===== src/rtl/gray_ptr_sync_decode.sv =====
// Receive-side Gray pointer crossing: multi-flop synchronizer into clk_i,
// same-cycle Gray-to-binary decode, and a one-cycle change pulse.
module gray_ptr_sync_decode #(
  parameter int DATA_WIDTH  = 2,
  parameter int SYNC_STAGES = 2
) (
  input  logic                  clk_i,
  input  logic                  rst_i,
  input  logic [DATA_WIDTH-1:0] data_i,
  output logic [DATA_WIDTH-1:0] data_sync_o,
  output logic [DATA_WIDTH-1:0] bin_o,
  output logic                  change_o
);

  logic [DATA_WIDTH-1:0] stage [SYNC_STAGES];
  logic [DATA_WIDTH-1:0] prev;

  function automatic logic [DATA_WIDTH-1:0] gray_to_bin(input logic [DATA_WIDTH-1:0] g);
    logic [DATA_WIDTH-1:0] b;
    b = '0;
    b[DATA_WIDTH-1] = g[DATA_WIDTH-1];
    for (int i = DATA_WIDTH - 2; i >= 0; i--) begin
      b[i] = b[i+1] ^ g[i];
    end
    return b;
  endfunction

  // Pure flop chain: no logic between stages so each stage can settle.
  always_ff @(posedge clk_i or posedge rst_i) begin
    if (rst_i) begin
      for (int k = 0; k < SYNC_STAGES; k++) begin
        stage[k] <= '0;
      end
      prev <= '0;
    end else begin
      stage[0] <= data_i;
      for (int k = 1; k < SYNC_STAGES; k++) begin
        stage[k] <= stage[k-1];
      end
      prev <= stage[SYNC_STAGES-1];
    end
  end

  assign data_sync_o = stage[SYNC_STAGES-1];
  assign bin_o       = gray_to_bin(data_sync_o);
  assign change_o    = (data_sync_o != prev);

endmodule


===== config.mk =====
export PLATFORM = sky130hd
export DESIGN_NAME = gray_ptr_sync_decode
export DESIGN_NICKNAME = d
export VERILOG_FILES = /design/src/rtl/gray_ptr_sync_decode.sv
export SDC_FILE = /design/constraint.sdc
export NUM_CORES = 1
export LEC_CHECK = 0
export ABC_AREA = 1
export CORE_AREA = 2 2 39 41
export CTS_BUF_LIST = sky130_fd_sc_hd__clkbuf_4 sky130_fd_sc_hd__clkbuf_8
export CTS_CLUSTER_SIZE = 8
export DETAILED_ROUTE_END_ITERATION = 8
export DIE_AREA = 0 0 41 43
export PLACE_DENSITY = 0.41
export SYNTH_ARGS = -nofsm -noshare
export SYNTH_HDL_FRONTEND = slang
export SYNTH_SLANG_ARGS = --single-unit

===== constraint.sdc =====
create_clock -name clk_i -period 0.8 [get_ports clk_i]
set_input_delay 0.16 -clock clk_i [delete_from_list [all_inputs] [get_ports clk_i]]
set_output_delay 0.16 -clock clk_i [all_outputs]
set_load 0.01 [all_outputs]

==> flow_summary_export.csv, run 1 <==
group,metric,value,unit
run_status,status,"finished with violations",
run_status,failed_checks,"setup timing",
yosys,synthCells,18,
power,peakVddDrop,0.701,mV
floorplanning,core,1380,um^2
yosys,yosysTopAreaCellShare,0.694,
floorplanning,rows,14,
yosys,synth_cell_types,6,
power,internal_power,0.540,mW
power,pwr-share-clk,0.390,
worst_setup_path,endpoint_kind,"primary output",
worst_setup_path,path_delay_family,"flip-flops",
yosys,muxShareOfSynthArea,0,
place,dp_cells,40,
routing,wl,356,um
place,hpwl,254,um
worst_setup_path,worstPathMaxFanout,3,
place,dp_slack,-0.523,ns
sta,relSlewSlack,0.853,
sta,setup_ws,-0.419,ns
cts,clk_root_buffer_cell,"clkbuf_4",
grt,antenna_found_initial,0,
finish,area_growth,56.6,%
cts,cts_inserted_buffers,3,
worst_setup_path,startpoint,"data_sync_o[1]$_DFF_PP0_",
power,p_seq_frac,0.484,
worst_setup_path,rr_worst_depth,2,
yosys,synth_nets,22,
sta,setup_viol,5,
cts,cts_tree,"yes",
yosys,synthSimpleGateAreaFrac,0.0694,
cts,htreeDepth,1,
worst_setup_path,slowest_delay,0.40,ns
routing,ant_nets,0,
yosys,syn-cell-area,216,um^2
worst_setup_path,critical_path_cell_count,3,
routing,vias,148,
routing,first_iter_violations,3,
finish,fin_nets,36,
worst_setup_path,critPathArrivalTime,1.06,ns
yosys,synth_top_area_cell,"dfrtp_1",
grt,grt_pass1_wl,524,um
worst_setup_path,start_kind,"register",
sta,clock_skew,0.000433,ns
sta,rsz0062_at_grt,"yes",
cts,clock_tree.buffer_depth,2,
power,power.share.switching,0.208,
floorplanning,die-area,1760,um^2
grt,grt_pass1_vias,149,
sta,fin_crit_sh,1.52,
floorplanning,io_pins,9,
yosys,synthTopCellsByArea,"dfrtp_1, buf_4, nand2_1",
finish,drive_gt1_frac,0.367,
sta,slew_violations,0,
floorplanning,fp.dieW,41,um
finish,n_antenna_cell,0,
routing,wl_per_cell,7.74,um
floorplanning,die_y,43,um
worst_setup_path,crit_required,0.64,ns
worst_setup_path,crit_chain,"buf_6, xor2_1, buf_2",
power,p_per_area,2010,nW/um^2
worst_setup_path,critPathKind,"register to primary output",
finish,utilization,0.245,
power,p_leak,0.172,nW
yosys,synth_xor_area_frac,0.0809,
place,gp_congestion,0.511,
power,p_sw,0.142,mW
place,port_buffers,8,
grt,grt_max_degree,7,
yosys,synth_top_family_by_area,"buffers and inverters",
cts,ctsHoldBuffers,0,
grt,grt.overflow.total,0,
sta,tightest_slew,0.220,ns
finish,fin_cells,46,
yosys,avgSynthCellArea,12.0,um^2
sta,hold_violations,0,
routing,drcViolationCount,0,
routing,drt_pre_antenna_iters,2,
floorplanning,start_util,0.156,
routing,viasPerCell,3.22,
yosys,synth-seq-area-share,0.694,
sta,min_period,1.22,ns
grt,grtUsageTotal,0.0527,
yosys,synth_compound_area_frac,0,
finish,layout_common_cells,"dfrtp_1, nand2_1",
worst_hold_path,hp-class,"primary input to async pin",
worst_setup_path,timing.rr.start,"data_sync_o[1]$_DFF_PP0_",
cts,insertion_delay,0.24,ns
worst_setup_path,critical_path.slowest_cell,"dfrtp_1",
cts,cts.sinks,6,
run,drv_cap,0,
sta,hold_slack,0.131,ns
sta,fmax,821,MHz
worst_setup_path,cp_num_buf_inv,2,
yosys,synth_fa_ha_area_frac,0,
yosys,ys_seq_elements,6,
cts,clkTransAtPathRegs,0.04,ns
power,pwr-share-comb,0.126,
finish,final_common_cell,"dfrtp_1",
yosys,yosysWarnings,0,
## final cells by class
class | count | area [um^2]
Timing Repair Buffer | 12 | 103
Inverter | 3 | 11.3
Clock buffer | 3 | 22.5
Sequential cell | 6 | 150
Tap cell | 16 | 20.0
Fill cell | 153 | 1040
Multi-Input combinational cell | 6 | 32.5
## layer usage
| layer | routed length, um | vias up | track usage | share of wire |
|---|---|---|---|---|
| li1 | - | 73 | - | - |
| met1 | 143 | 66 | 0.0365 | 0.40 |
| met2 | 174 | 9 | 0.0719 | 0.49 |
| met3 | 38 | 0 | 0.0628 | 0.11 |
| met4 | 0 | 0 | 0.0400 | 0 |
| met5 | 0 | - | 0 | 0 |
## state kept, by name, indices dropped and copies added (netlist names)
register / flops
stage: 2
data_sync_o: 2
prev: 2
## path summary, 6_finish.rpt
path	to	slack (ns)
setup / recovery	bin_o[0]	-0.42
hold / removal	prev[1]$_DFF_PP0_	0.13
setup reg to reg	prev[1]$_DFF_PP0_	0.05
hold reg to reg	data_sync_o[1]$_DFF_PP0_	0.35
max in group asynchronous	data_sync_o[0]$_DFF_PP0_	0.49
min in group clk_i	data_sync_o[1]$_DFF_PP0_	0.35
## worst reg2reg max path, stage by stage (launching register included)
cell     delay (ns)
dfrtp_1        0.40
buf_6          0.13
buf_4          0.12
## cell families after synthesis
group	count (synthesis)
buffers and inverters	6
XOR/XNOR	2
AND/OR/NAND/NOR	4
flip-flops	6
## power groups by stage
stage,clock network [mW],registers (mW),logic [mW]
after global placement,0,0.334,0.0806
after global routing,0.302,0.332,0.0942
after floorplan,0,0.333,0.0394
after CTS,0.279,0.331,0.0800
final,0.266,0.330,0.0862
after detailed placement,0,0.336,0.0842
## Yosys cell counts
master and number:
dfrtp_1 6, buf_4 3, nand2_1 4, inv_1 3, xor2_1 1, xnor2_1 1
## stage by stage
stage / total power, mW / cell area (um^2) / TNS, ns
finish: 0.682 / 339 / -1.84
global route: 0.728 / 339 / -2.07
CTS: 0.689 / 325 / -1.94
detailed placement: 0.420 / 302 / -2.16
global placement: 0.414 / 302 / -2.02
floorplan: 0.373 / 216 / -0.0181
## repair_timing
action                                  4_1_cts  5_1_grt
gates resized for setup                      19        2
gates cloned                                  0        0
buffers inserted                              2        2
endpoints found under the setup margin        5        5
pin swaps                                     1        2
Power figures use the tool's default switching activity.
==> run 2: changes to the inputs <==
--- a/config.mk
+++ b/config.mk
@@ -6,12 +6,12 @@
 export NUM_CORES = 1
 export LEC_CHECK = 0
 export ABC_AREA = 1
-export CORE_AREA = 2 2 39 41
+export CORE_AREA = 4 4 41 43
 export CTS_BUF_LIST = sky130_fd_sc_hd__clkbuf_4 sky130_fd_sc_hd__clkbuf_8
 export CTS_CLUSTER_SIZE = 8
 export DETAILED_ROUTE_END_ITERATION = 8
-export DIE_AREA = 0 0 41 43
-export PLACE_DENSITY = 0.41
+export DIE_AREA = 0 0 45 47
+export PLACE_DENSITY = 0.4
 export SYNTH_ARGS = -nofsm -noshare
 export SYNTH_HDL_FRONTEND = slang
 export SYNTH_SLANG_ARGS = --single-unit
==> constraint.sdc (replaced) <==
create_clock -name clk_i -period 1.13 [get_ports clk_i]
set_input_delay 0.226 -clock clk_i [delete_from_list [all_inputs] [get_ports clk_i]]
set_output_delay 0.226 -clock clk_i [all_outputs]
set_load 0.01 [all_outputs]
==> run 2 against run 1 <==
Net effect:
- the run still ends with setup timing left
- clock power fell by 29%
- design area fell by 0.74%
- hold slack improved by 0.063 ns
- highest routed layer unchanged
- total power fell by 29%
- clock skew rose by 0.0018 ns
- non-clock buffer count fell by 1
- count of clock-buffer cells in the layout did not move
- sequential share of layout area rose by 0.33 points
- critical path type unchanged
- register-to-register slack improved by 0.45 ns
- first-iteration DRC count fell by 100%
==> flow_summary_export.csv, run 2 (synthesized netlist as in run 1, its figures left out) <==
group,metric,value,unit
routing,ant_nets,0,
worst_setup_path,start_kind,"register",
power,p_per_area,1430,nW/um^2
finish,fin_nets,35,
finish,n_antenna_cell,0,
grt,grt_max_degree,7,
grt,antenna_found_initial,0,
grt,grtUsageTotal,0.0390,
finish,final_common_cell,"dfrtp_1",
cts,clk_root_buffer_cell,"clkbuf_4",
sta,hold_slack,0.194,ns
routing,drt_pre_antenna_iters,1,
power,p_leak,0.173,nW
place,port_buffers,8,
run_status,failed_checks,"setup timing",
cts,ctsHoldBuffers,0,
worst_setup_path,crit_required,0.90,ns
floorplanning,fp.dieW,45,um
finish,layout_common_cells,"dfrtp_1, nand2_1",
cts,cts_tree,"yes",
worst_setup_path,worstPathMaxFanout,2,
floorplanning,die_y,47,um
cts,cts.sinks,6,
place,dp_slack,-0.236,ns
floorplanning,die-area,2120,um^2
grt,grt.overflow.total,0,
sta,hold_violations,0,
routing,first_iter_violations,0,
worst_setup_path,endpoint_kind,"primary output",
run_status,status,"finished with violations",
routing,wl,286,um
run,drv_cap,0,
sta,clock_skew,0.00225,ns
sta,slew_violations,0,
routing,vias,146,
routing,wl_per_cell,6.50,um
sta,relSlewSlack,0.859,
place,gp_congestion,0.581,
floorplanning,rows,13,
routing,viasPerCell,3.32,
power,peakVddDrop,0.639,mV
finish,area_growth,55.5,%
sta,tightest_slew,0.211,ns
cts,htreeDepth,1,
cts,clkTransAtPathRegs,0.04,ns
sta,setup_ws,-0.140,ns
worst_hold_path,hp-class,"primary input to async pin",
sta,setup_viol,4,
floorplanning,start_util,0.166,
cts,cts_inserted_buffers,3,
sta,rsz0062_at_grt,"yes",
grt,grt_pass1_wl,503,um
floorplanning,core,1300,um^2
worst_setup_path,critPathKind,"register to primary output",
cts,clock_tree.buffer_depth,2,
worst_setup_path,critPathArrivalTime,1.04,ns
sta,fin_crit_sh,1.12,
finish,drive_gt1_frac,0.414,
floorplanning,io_pins,9,
cts,insertion_delay,0.24,ns
grt,grt_pass1_vias,136,
sta,min_period,1.27,ns
finish,fillCellCount,148,
routing,drcViolationCount,0,
sta,fmax,787,MHz
run 2: cell count changes in the layout (fill, tap and decap cells not counted), sizes merged:
| cell | previous run | this run |
|---|---|---|
| dlygate4sd2 | 1 | 0 |
run 2: final cells by class:
type / count / area, um^2 / share of cell area
Sequential cell: 6 / 150 / 0.446
Timing Repair Buffer: 11 / 93.8 / 0.279
Multi-Input combinational cell: 6 / 40.0 / 0.119
Clock buffer: 3 / 22.5 / 0.0669
Tap cell: 15 / 18.8 / 0.0558
Inverter: 3 / 11.3 / 0.0335
run 2: worst paths after layout:
check	from	to	slack (ns)	cells past startpoint
worst min register to register	stage[3]$_DFF_PP0_	data_sync_o[1]$_DFF_PP0_	0.34	0
worst max-delay path	data_sync_o[1]$_DFF_PP0_	change_o	-0.14	4
max in group asynchronous	rst_i	prev[1]$_DFF_PP0_	0.75	2
worst max register to register	data_sync_o[1]$_DFF_PP0_	prev[1]$_DFF_PP0_	0.50	1
min in group clk_i	stage[3]$_DFF_PP0_	data_sync_o[1]$_DFF_PP0_	0.34	0
worst min-delay path	rst_i	stage[2]$_DFF_PP0_	0.19	2
run 2: critical path, stage by stage (launching register included):
cell and delay (ns):
dfrtp_1 0.38, buf_6 0.13, xnor2_2 0.11, nand2_1 0.06, buf_2 0.13
run 2: report_power, final:
part           internal, mW  switching [mW]  total [mW]
sequential            0.227         0.00628       0.233
combinational        0.0371          0.0243      0.0613
clock                 0.120          0.0680       0.188
run 2: what timing repair did:
action / in CTS / in global routing
pin swaps: 2 / 0
gates resized for setup: 24 / 0
buffers inserted: 2 / 0
setup endpoints to repair: 5 / 4
hold endpoints to repair: 0 / 0
run 2: metrics by stage:
stage	utilization	instances	setup TNS [ns]	power [mW]	area (um^2)
after floorplan	-	18	0	0.264	216
after global placement	0.231	39	-0.768	0.295	300
after detailed placement	0.231	39	-0.787	0.295	300
after CTS	0.259	44	-0.499	0.495	337
after global routing	0.259	44	-0.746	0.528	337
final	0.259	44	-0.441	0.482	337
run 2: layer usage:
layer,part of all wire,global-route usage,routed length (um)
met5,0,0,0
met4,0,0.0351,0
met3,0.24,0.0498,68
met2,0.37,0.0480,106
met1,0.39,0.0302,111
